<file path="src/rtl/mem_port_arbiter.sv">
// Single-port memory arbiter between instruction-fetch and data ports, with stall generation.
// Define ARB_FAIRNESS_EN to let a starved fetch win after STARVE_MAX consecutive data grants.
module mem_port_arbiter #(
    parameter int ADDR_W     = 32,
    parameter int DATA_W     = 32,
    parameter int MEM_LAT    = 2,
    parameter int STARVE_MAX = 4
) (
    input  logic                clk,
    input  logic                reset,
    input  logic                if_req,
    input  logic [ADDR_W-1:0]   if_addr,
    output logic                if_ready,
    output logic [DATA_W-1:0]   if_rdata,
    input  logic                d_req,
    input  logic                d_we,
    input  logic [ADDR_W-1:0]   d_addr,
    input  logic [DATA_W-1:0]   d_wdata,
    input  logic [DATA_W/8-1:0] d_be,
    output logic                d_ready,
    output logic [DATA_W-1:0]   d_rdata,
    output logic                mem_en,
    output logic                mem_we,
    output logic [ADDR_W-1:0]   mem_addr,
    output logic [DATA_W-1:0]   mem_wdata,
    output logic [DATA_W/8-1:0] mem_be,
    input  logic [DATA_W-1:0]   mem_rdata,
    output logic                stall_if,
    output logic                stall_mem,
    output logic                busy
);
    localparam int BE_W  = DATA_W / 8;
    localparam int CNT_W = (MEM_LAT > 1) ? $clog2(MEM_LAT) : 1;

    typedef enum logic [1:0] {IDLE, BUSY, RESP} state_t;

    state_t              state_q, state_d;
    logic                owner_q, owner_d;   // 1 = data port owns the access
    logic [CNT_W-1:0]    cnt_q, cnt_d;
    logic                mem_en_q, mem_en_d, mem_we_q, mem_we_d;
    logic [ADDR_W-1:0]   mem_addr_q, mem_addr_d;
    logic [DATA_W-1:0]   mem_wdata_q, mem_wdata_d;
    logic [BE_W-1:0]     mem_be_q, mem_be_d;
    logic                if_ready_q, if_ready_d, d_ready_q, d_ready_d;
    logic [DATA_W-1:0]   if_rdata_q, if_rdata_d, d_rdata_q, d_rdata_d;
    logic                grant_data;

`ifdef ARB_FAIRNESS_EN
    localparam int SW = (STARVE_MAX > 0) ? $clog2(STARVE_MAX + 1) : 1;
    logic [SW-1:0] starve_q, starve_d;

    // Counts data grants that bypassed a waiting fetch; fetch wins once it hits the limit.
    always_comb begin
        starve_d   = starve_q;
        grant_data = d_req;
        if (state_q == IDLE && (if_req || d_req)) begin
            if (d_req && if_req && starve_q == SW'(STARVE_MAX)) begin
                grant_data = 1'b0;
                starve_d   = '0;
            end else if (d_req && if_req) begin
                starve_d = starve_q + 1'b1;
            end else begin
                starve_d = '0;
            end
        end
    end

    always_ff @(posedge clk or negedge reset) begin
        if (!reset) starve_q <= '0;
        else        starve_q <= starve_d;
    end
`else
    assign grant_data = d_req;
`endif

    always_comb begin
        state_d     = state_q;
        owner_d     = owner_q;
        cnt_d       = cnt_q;
        mem_en_d    = mem_en_q;
        mem_we_d    = mem_we_q;
        mem_addr_d  = mem_addr_q;
        mem_wdata_d = mem_wdata_q;
        mem_be_d    = mem_be_q;
        if_ready_d  = 1'b0;
        d_ready_d   = 1'b0;
        if_rdata_d  = if_rdata_q;
        d_rdata_d   = d_rdata_q;
        case (state_q)
            IDLE: begin
                if (if_req || d_req) begin
                    owner_d  = grant_data;
                    mem_en_d = 1'b1;
                    cnt_d    = CNT_W'(MEM_LAT - 1);
                    state_d  = BUSY;
                    if (grant_data) begin
                        mem_we_d    = d_we;
                        mem_addr_d  = d_addr;
                        mem_wdata_d = d_wdata;
                        mem_be_d    = d_we ? d_be : '0;
                    end else begin
                        mem_we_d    = 1'b0;
                        mem_addr_d  = if_addr;
                        mem_wdata_d = '0;
                        mem_be_d    = '0;
                    end
                end
            end
            BUSY: begin
                if (cnt_q != '0) begin
                    cnt_d = cnt_q - 1'b1;
                end else begin
                    if (!mem_we_q) begin
                        if (owner_q) d_rdata_d  = mem_rdata;
                        else         if_rdata_d = mem_rdata;
                    end
                    if (owner_q) d_ready_d  = 1'b1;
                    else         if_ready_d = 1'b1;
                    mem_en_d = 1'b0;
                    mem_we_d = 1'b0;
                    mem_be_d = '0;
                    state_d  = RESP;
                end
            end
            RESP:    state_d = IDLE;
            default: state_d = IDLE;
        endcase
    end

    always_ff @(posedge clk or negedge reset) begin
        if (!reset) begin
            state_q     <= IDLE;
            owner_q     <= 1'b0;
            cnt_q       <= '0;
            mem_en_q    <= 1'b0;
            mem_we_q    <= 1'b0;
            mem_addr_q  <= '0;
            mem_wdata_q <= '0;
            mem_be_q    <= '0;
            if_ready_q  <= 1'b0;
            d_ready_q   <= 1'b0;
            if_rdata_q  <= '0;
            d_rdata_q   <= '0;
        end else begin
            state_q     <= state_d;
            owner_q     <= owner_d;
            cnt_q       <= cnt_d;
            mem_en_q    <= mem_en_d;
            mem_we_q    <= mem_we_d;
            mem_addr_q  <= mem_addr_d;
            mem_wdata_q <= mem_wdata_d;
            mem_be_q    <= mem_be_d;
            if_ready_q  <= if_ready_d;
            d_ready_q   <= d_ready_d;
            if_rdata_q  <= if_rdata_d;
            d_rdata_q   <= d_rdata_d;
        end
    end

    assign if_ready  = if_ready_q;
    assign d_ready   = d_ready_q;
    assign if_rdata  = if_rdata_q;
    assign d_rdata   = d_rdata_q;
    assign mem_en    = mem_en_q;
    assign mem_we    = mem_we_q;
    assign mem_addr  = mem_addr_q;
    assign mem_wdata = mem_wdata_q;
    assign mem_be    = mem_be_q;
    // Stalls use the registered ready so the hazard unit sees no extra delay.
    assign stall_if  = if_req & ~if_ready_q;
    assign stall_mem = d_req & ~d_ready_q;
    assign busy      = (state_q != IDLE);
endmodule

</file>
<file path="config.mk">
export PLATFORM = sky130hd
export DESIGN_NAME = mem_port_arbiter
export DESIGN_NICKNAME = d
export VERILOG_FILES = /design/src/rtl/mem_port_arbiter.sv
export SDC_FILE = /design/constraint.sdc
export NUM_CORES = 1
export LEC_CHECK = 0
export ABC_AREA = 1
export BUFFER_PORTS_ARGS = -buffer_cell sky130_fd_sc_hd__clkbuf_2
export CORE_MARGIN = 2
export CORE_UTILIZATION = 30
export CTS_CLUSTER_SIZE = 30
export DETAILED_ROUTE_END_ITERATION = 16
export HOLD_SLACK_MARGIN = 0.05
export PLACE_DENSITY = 0.57
export SETUP_SLACK_MARGIN = 0.05
export SLEW_MARGIN = 20
export SYNTH_ARGS = -nofsm -noshare
export SYNTH_HDL_FRONTEND = slang
export SYNTH_SLANG_ARGS = --single-unit
export TNS_END_PERCENT = 20
</file>
<file path="constraint.sdc">
create_clock -name clk -period 1.7 [get_ports clk]
set_clock_uncertainty 0.15 [all_clocks]
set_input_delay 0.17 -clock clk [delete_from_list [all_inputs] [get_ports clk]]
set_output_delay 0.17 -clock clk [all_outputs]
set_load 0.01 [all_outputs]
</file>
* Word-level counts from Yosys, hierarchy flattened
Cells that the tools add are included.
** Storage, ports and cells
- Input bits :: 137
- Register bits :: 140
- Output and inout port bits :: 139
- Logic and storage cells :: 57
** Cells by class
- Reductions and logical operators :: 10
- Mux-type cells :: 24
- Bitwise gates (word level) :: 7
- Add/subtract/negate cells :: 1
- Equal/unequal tests :: 3
** Operators with widths (number)
- $mux 32 :: 2
- $mux 4 :: 4
- $mux 1 :: 11
- $pmux 4 s2 :: 1
- $reduce_and 4->1 :: 2
- $pmux 1 s2 :: 3
- $reduce_and 2->1 :: 3
- $not 1->1 :: 5
- $mux 2 :: 2
- $ne 2x2->1 const B :: 2
- $pmux 2 s2 :: 1
- $reduce_bool 2->1 :: 2
- $reduce_and 3->1 :: 1
- $and 1x1->1 :: 2
- $eq 2x1->1 const B :: 1
- $logic_not 2->1 :: 1
- $logic_or 1x1->1 :: 1
- $sub 1x1->1 const B :: 1

* Logic depth before layout (Yosys ltp)
Gate-level depths: netlist of run 1.
- Word-level depth :: 4
- Mapped depth :: 8
- Depth with buffers taken out :: 6

* Worst setup path after synthesis of run 1
OpenSTA, ideal clock, no wires.
- Kind :: register to register
- From :: register state_q[0]
- To :: register mem_wdata_q[10] (netlist: mem_wdata[10])
- Path slack :: 0.372 ns
- Clock period less this slack :: 1.328 ns
- Cell stages (with the launch flop) :: 7
- Arrival time :: 1.062 ns
- Path buffers :: 2
- Library setup time :: 0.117 ns
- Data required time :: 1.433 ns
- Cells stage by stage :: dfrtp_1 nor2_4 nand2_2 buf_6 buf_4 nand2_1 nand2_1
** Between the ends
- Word-level cells in the longest chain between the ends :: 2
** RTL lines
- start: declaration :: RTL line 37 : state_t state_q, state_d;
- start signal: assignment :: RTL line 145 : state_q <= state_d;
- $logic_not 2->1 :: RTL line 89 : case (state_q)
- $reduce_and 2->1 (no line)
- end signal: assignment :: RTL line 151 : mem_wdata_q <= mem_wdata_d;
- end: declaration :: RTL line 42 : logic [DATA_W-1:0] mem_wdata_q, mem_wdata_d;
No other way between the ends.
A chain may end at the register's enable or synchronous reset.

* Final worst setup path of run 1
- From :: register state_q[0]
- To :: output busy
** Between the ends
- Word-level cells in the longest chain between the ends :: 1
** RTL lines
- $reduce_bool 2->1 :: RTL line 172 : assign busy = (state_q != IDLE);
- end: declaration :: RTL line 30 : output logic busy
No other way between the ends.

==> flow_summary.ini, run 1 <==
[finish]
syn_to_final_growth_pct = 62.5
finalNetCount = 1269
fin_area_mm2 = 0.00980
num-fill-cells = 1897
layout-drive-gt1-share = 0.305
final_util = 0.500
diodes = 0

[setup_path]
path_buf_inv = 3
worstPathCellList = nor2_4, buf_12, inv_1, clkbuf_2
reg2reg_depth = 7
r2r-start = state_q[0]
worst_path_largest_cell_delay_ns = 0.43
cp_max_fo = 14
worst_ep_arrival_time_ns = 1.30
crit_family = flip-flops
cp-end-kind = output port
r2r_end = mem_be[1]
worstSetupPathType = flip-flop to output port
start_kind = flip-flop
reg2reg_slack_ns = 0.18
cpMaxStageDelayCell = dfrtp_1
crit_required_ns = 1.38

[die]
core_mm2 = 0.0196
ioPinCount = 276
die_w_um = 146
die_area_mm2 = 0.0213
floorplan.initialDensity = 0.308
fp.dieH_um = 146
rows = 51

[yosys]
synth_top_area_frac = 0.581
avgSynthCellArea_um2 = 8.32
yosys.area.top_type = dfrtp_1
postSynthCellCount = 725
yosys-top-cells-area = dfrtp_1, nand2_1, nand4_1
ys_warn_count = 0
ys_ff_latch = 140
syn_area_mm2 = 0.00603
ys_seq_area_frac = 0.581
syn_nets = 862
yosysUniqueCellTypes = 17

[sta]
finalSetupViolCount = 0
final_max_slew_viol_count = 0
timing.final.crit_share = 0.952
tightest_slew_ns = 0.401
hold_viol_final = 0
slew_headroom = 0.733
grt_setup_unrepaired = true
min_period_ns = 1.62
fmax_mhz = 618
tns_ns = 0

[clock_tree]
cts_tree = yes
clkTransAtPathRegs_ns = 0.06
cts-buffers-inserted = 17
clk_latency_ns = 0.41
clockRootBuffer = clkbuf_16
cts_htree_levels = 4
cts.sinks = 140
cts_buffer_depth = 2

[status]
status = finished clean

[placed_design]
place.gp.congestion = 0.786
io_buffers = 275
hpwl_um = 12900
placedInstanceArea_mm2 = 0.00778

[pwr]
power_density_mw_per_mm2 = 1730
power.leakage_nw = 5.47
peakVddDrop_mv = 0.917

[detailed_routing]
ant_nets = 0
drt-initial-drc-count = 282
dr.pass1.iters = 5
dr_total_vias = 6431
drc = 0
drt_wl_total_um = 20100
viasPerCell = 4.56
post_drt_wl_per_cell_um = 14.2

[global_route]
grt_pass1_vias = 6500
grt_max_degree = 70
grt_usage = 0.190
antenna_found_initial = 0
gr-total-overflow = 0
grt_pass1_wl_um = 32500

[hold_path]
hold_class = input pin to asynchronous set/reset pin

[flow_run]
cap_violations = 0
-- per-layer routing --
layer | track usage | up-vias | routed length [µm]
li1 | - | 3142 | -
met1 | 0.236 | 2999 | 8540
met2 | 0.313 | 253 | 9540
met3 | 0.0555 | 37 | 1530
met4 | 0.0706 | 0 | 448
met5 | 0 | - | 0
-- how the worst max path moves through the flow --
stage	startpoint	endpoint	cells past startpoint	slack, ns
floorplan	state_q[0]	mem_wdata[10]	6	0.37
global placement	state_q[0]	d_rdata[4]	5	0.22
detailed placement	state_q[0]	d_rdata[10]	5	0.19
CTS	state_q[0]	busy	4	0.06
global route	state_q[0]	busy	4	0.02
finish	state_q[0]	busy	4	0.08
-- report_power, final --
part | switching (mW) | internal (mW)
logic | 4.58 | 3.16
clock network | 1.46 | 1.94
registers | 0.951 | 4.91
total | 6.99 | 10.0
-- placed cells by master (no fill, tap or decap) --
| cell type | instances |
|---|---|
| nand4_1 | 65 |
| dfrtp_1 | 139 |
| clkbuf_8 | 2 |
| bufbuf_16 | 1 |
| buf_12 | 13 |
| nand3_2 | 3 |
| nand2_1 | 400 |
| inv_6 | 2 |
| nor2_4 | 2 |
| o21ai_0 | 2 |
| nor2_2 | 2 |
| dlygate4sd3_1 | 134 |
| buf_6 | 1 |
| nor2_1 | 8 |
| clkinv_2 | 4 |
| nand3_1 | 41 |
| nand2_4 | 1 |
| inv_1 | 7 |
| dfrtp_2 | 1 |
| clkinv_4 | 2 |
| buf_4 | 15 |
| clkbuf_16 | 18 |
| clkbuf_2 | 274 |
| clkinvlp_4 | 5 |
| inv_2 | 3 |
-- worst register-to-register path, delay by kind of cell (launching register included) --
family,cells,cell delay (ns)
buffers and inverters,2,0.36
flip-flops,1,0.43
AND/OR/NAND/NOR,5,0.47
-- metrics by stage --
stage | setup slack [ns] | power, mW | cells | hold WS, ns
floorplan | 0.372 | 9.76 | 725 | -0.276
global placement | 0.221 | 12.9 | 1236 | -0.0355
detailed placement | 0.194 | 13.0 | 1236 | -0.0344
CTS | 0.0584 | 17.0 | 1405 | 0.0904
global route | 0.0162 | 18.3 | 1410 | 0.101
finish | 0.0814 | 17.0 | 1410 | 0.0952
-- final cells by class --
cell class              count  area (µm²)  area share
well taps                 265         332      0.0338
clock buffers              19         453      0.0462
repair buffers            439        3150       0.322
clock inverters            13        92.6     0.00944
multi-input cells         524        2230       0.227
inverters                  10        37.5     0.00383
flip-flops and latches    140        3500       0.357
-- logic make-up after synthesis --
family	count (synthesis)	synth area share
AND/OR/NAND/NOR	522	0.367
flip-flops	140	0.581
buffers and inverters	61	0.0506
AO/OA/AOI/OAI	2	0.00166
-- flip-flops by register name (all words and copies together), names as in the netlist --
| name | cells |
|---|---|
| mem_en | 1 |
| mem_addr | 32 |
| d_rdata | 32 |
| owner_q | 1 |
| if_rdata | 32 |
| mem_wdata | 32 |
| mem_be | 4 |
| if_ready | 1 |
| d_ready | 1 |
| cnt_q | 1 |
| mem_we | 1 |
| state_q | 2 |
-- timing repair --
action                                 CTS  global route
resized for setup                        4             1
buffers inserted                         2             4
hold buffers                           134             0
setup endpoints to repair                1            65
endpoints found under the hold margin  273             0
pin swaps                                1             1
gates cloned                             1             1
-- cell usage after synthesis, drive strengths merged --
| master | n |
|---|---|
| dfrtp | 140 |
| nand2 | 401 |
| o21ai | 2 |
| inv | 10 |
| nor2 | 12 |
| nand4 | 65 |
| nand3 | 44 |
| clkbuf | 16 |
| buf | 35 |
Note: power is estimated with default switching activity, not from simulation.
==> run 2, diff against run 1 <==
--- a/config.mk
+++ b/config.mk
@@ -7,14 +7,15 @@
 export LEC_CHECK = 0
 export ABC_AREA = 1
 export BUFFER_PORTS_ARGS = -buffer_cell sky130_fd_sc_hd__clkbuf_2
+export CAP_MARGIN = 5
 export CORE_MARGIN = 2
 export CORE_UTILIZATION = 30
 export CTS_CLUSTER_SIZE = 30
 export DETAILED_ROUTE_END_ITERATION = 16
 export HOLD_SLACK_MARGIN = 0.05
-export PLACE_DENSITY = 0.57
+export PLACE_DENSITY_LB_ADDON = 0.12
 export SETUP_SLACK_MARGIN = 0.05
-export SLEW_MARGIN = 20
+export SLEW_MARGIN = 10
 export SYNTH_ARGS = -nofsm -noshare
 export SYNTH_HDL_FRONTEND = slang
 export SYNTH_SLANG_ARGS = --single-unit
==> run 2 against run 1 <==
  * Combinational power decreased by 2%
  * Sequential share of layout area increased by 0.16 points
  * Via count is 0.65% higher
  * Sequential power about the same
  * Final cell count about the same
  * Register-to-register slack lost 0.03 ns
  * Cell area down 0.45%
  * Global-route usage up 1.0 points
  * Largest cell class unchanged
==> flow_summary.ini, run 2 (synthesized netlist as in run 1, its figures left out) <==
[setup_path]
cp-end-kind = output port
crit_required_ns = 1.38
worst_ep_arrival_time_ns = 1.26
worstSetupPathType = flip-flop to output port
start_kind = flip-flop
reg2reg_slack_ns = 0.15
reg2reg_depth = 6
cp_max_fo = 3

[detailed_routing]
drc = 0
viasPerCell = 4.59
ant_nets = 0
dr.pass1.iters = 4
drt-initial-drc-count = 305
drt_wl_total_um = 20900
dr_total_vias = 6473
post_drt_wl_per_cell_um = 14.8

[pwr]
power.leakage_nw = 5.45
power_density_mw_per_mm2 = 1740
peakVddDrop_mv = 0.817

[die]
ioPinCount = 276
die_area_mm2 = 0.0213
die_w_um = 146
floorplan.initialDensity = 0.308
rows = 51
core_mm2 = 0.0196
fp.dieH_um = 146

[placed_design]
dp_cells = 1240
place.gp.congestion = 0.756
hpwl_um = 13400
io_buffers = 275
placedInstanceArea_mm2 = 0.00777

[sta]
hold_viol_final = 0
fmax_mhz = 633
grt_setup_unrepaired = false
final_max_slew_viol_count = 0
timing.final.crit_share = 0.930
tightest_slew_ns = 0.413
tns_ns = 0
slew_headroom = 0.725
finalSetupViolCount = 0
whs_ns = 0.0818
min_period_ns = 1.58

[clock_tree]
cts_tree = yes
cts_buffer_depth = 2
cts.sinks = 140
clkTransAtPathRegs_ns = 0.06
clockRootBuffer = clkbuf_16
clk_latency_ns = 0.42
cts_htree_levels = 4
cts-buffers-inserted = 17

[finish]
diodes = 0
mostFrequentLayoutCell = nand2_1
fin_area_mm2 = 0.00976
layout-drive-gt1-share = 0.305
syn_to_final_growth_pct = 61.8
layout_common_cells = nand2_1, clkbuf_2, dfrtp_1
finalNetCount = 1270
fin_cells = 1411

[status]
status = finished clean

[global_route]
grt_max_degree = 65
gr-total-overflow = 0
grt_pass1_vias = 6687
grt_usage = 0.200
grt_pass1_wl_um = 34100
antenna_found_initial = 0

[hold_path]
hold_class = input pin to asynchronous set/reset pin

[flow_run]
cap_violations = 0
==> run 2: critical path, cell delays in order, from the launching register on <==
cell and delay, ns:
dfrtp_1 0.43, nor2_4 0.14, buf_12 0.12, inv_1 0.03, clkbuf_2 0.11
==> run 2: worst paths after layout <==
| kind | start | to |
|---|---|---|
| max in group asynchronous | reset | state_q[1] |
| hold reg to reg | d_rdata[19] | d_rdata[19] |
| setup reg to reg | state_q[0] | mem_addr[7] |
| setup / recovery | state_q[0] | busy |
| hold / removal | reset | if_rdata[7] |
| min in group clk | d_req | mem_wdata[27] |
==> run 2: routing by layer <==
| layer | wire length [µm] | track usage | share of wire | vias up |
|---|---|---|---|---|
| li1 | - | - | - | 3143 |
| met1 | 9220 | 0.251 | 0.44 | 3056 |
| met2 | 9650 | 0.325 | 0.46 | 243 |
| met3 | 1520 | 0.0677 | 0.073 | 31 |
| met4 | 460 | 0.0637 | 0.022 | 0 |
| met5 | 0 | 0 | 0 | - |
==> run 2: metrics by stage <==
stage                util  setup WS [ns]  power (mW)
detailed placement  0.397          0.235        12.9
global placement    0.397          0.229        12.9
global route        0.498         0.0558        18.3
CTS                 0.496         0.0656        17.1
floorplan               -          0.372        9.76
finish              0.498          0.119        17.0
==> run 2: area by class of cell <==
| cell class | instances | area [µm²] |
|---|---|---|
| fill | 1896 | 9830 |
| sequential | 140 | 3500 |
| multi-input combinational | 524 | 2220 |
| clock inverter | 13 | 116 |
| timing repair buffer | 440 | 3100 |
| inverter | 10 | 40.0 |
| tap | 265 | 332 |
| clock buffer | 19 | 443 |
==> run 2: power by group <==
group | leakage (nW) | internal (mW) | total (mW) | switching (mW)
registers | 1.74 | 4.91 | 5.86 | 0.950
clock network | 0.258 | 2.05 | 3.55 | 1.50
logic | 3.45 | 2.97 | 7.56 | 4.58
==> run 2: repair_timing <==
item | 4_1_cts | 5_1_grt
gates cloned | 1 | 1
pin swaps | 1 | 0
endpoints found under the hold margin | 273 | 0
resized for setup | 1 | 1
setup buffers | 2 | 1
setup endpoints to repair | 1 | 12
hold buffers | 134 | 0
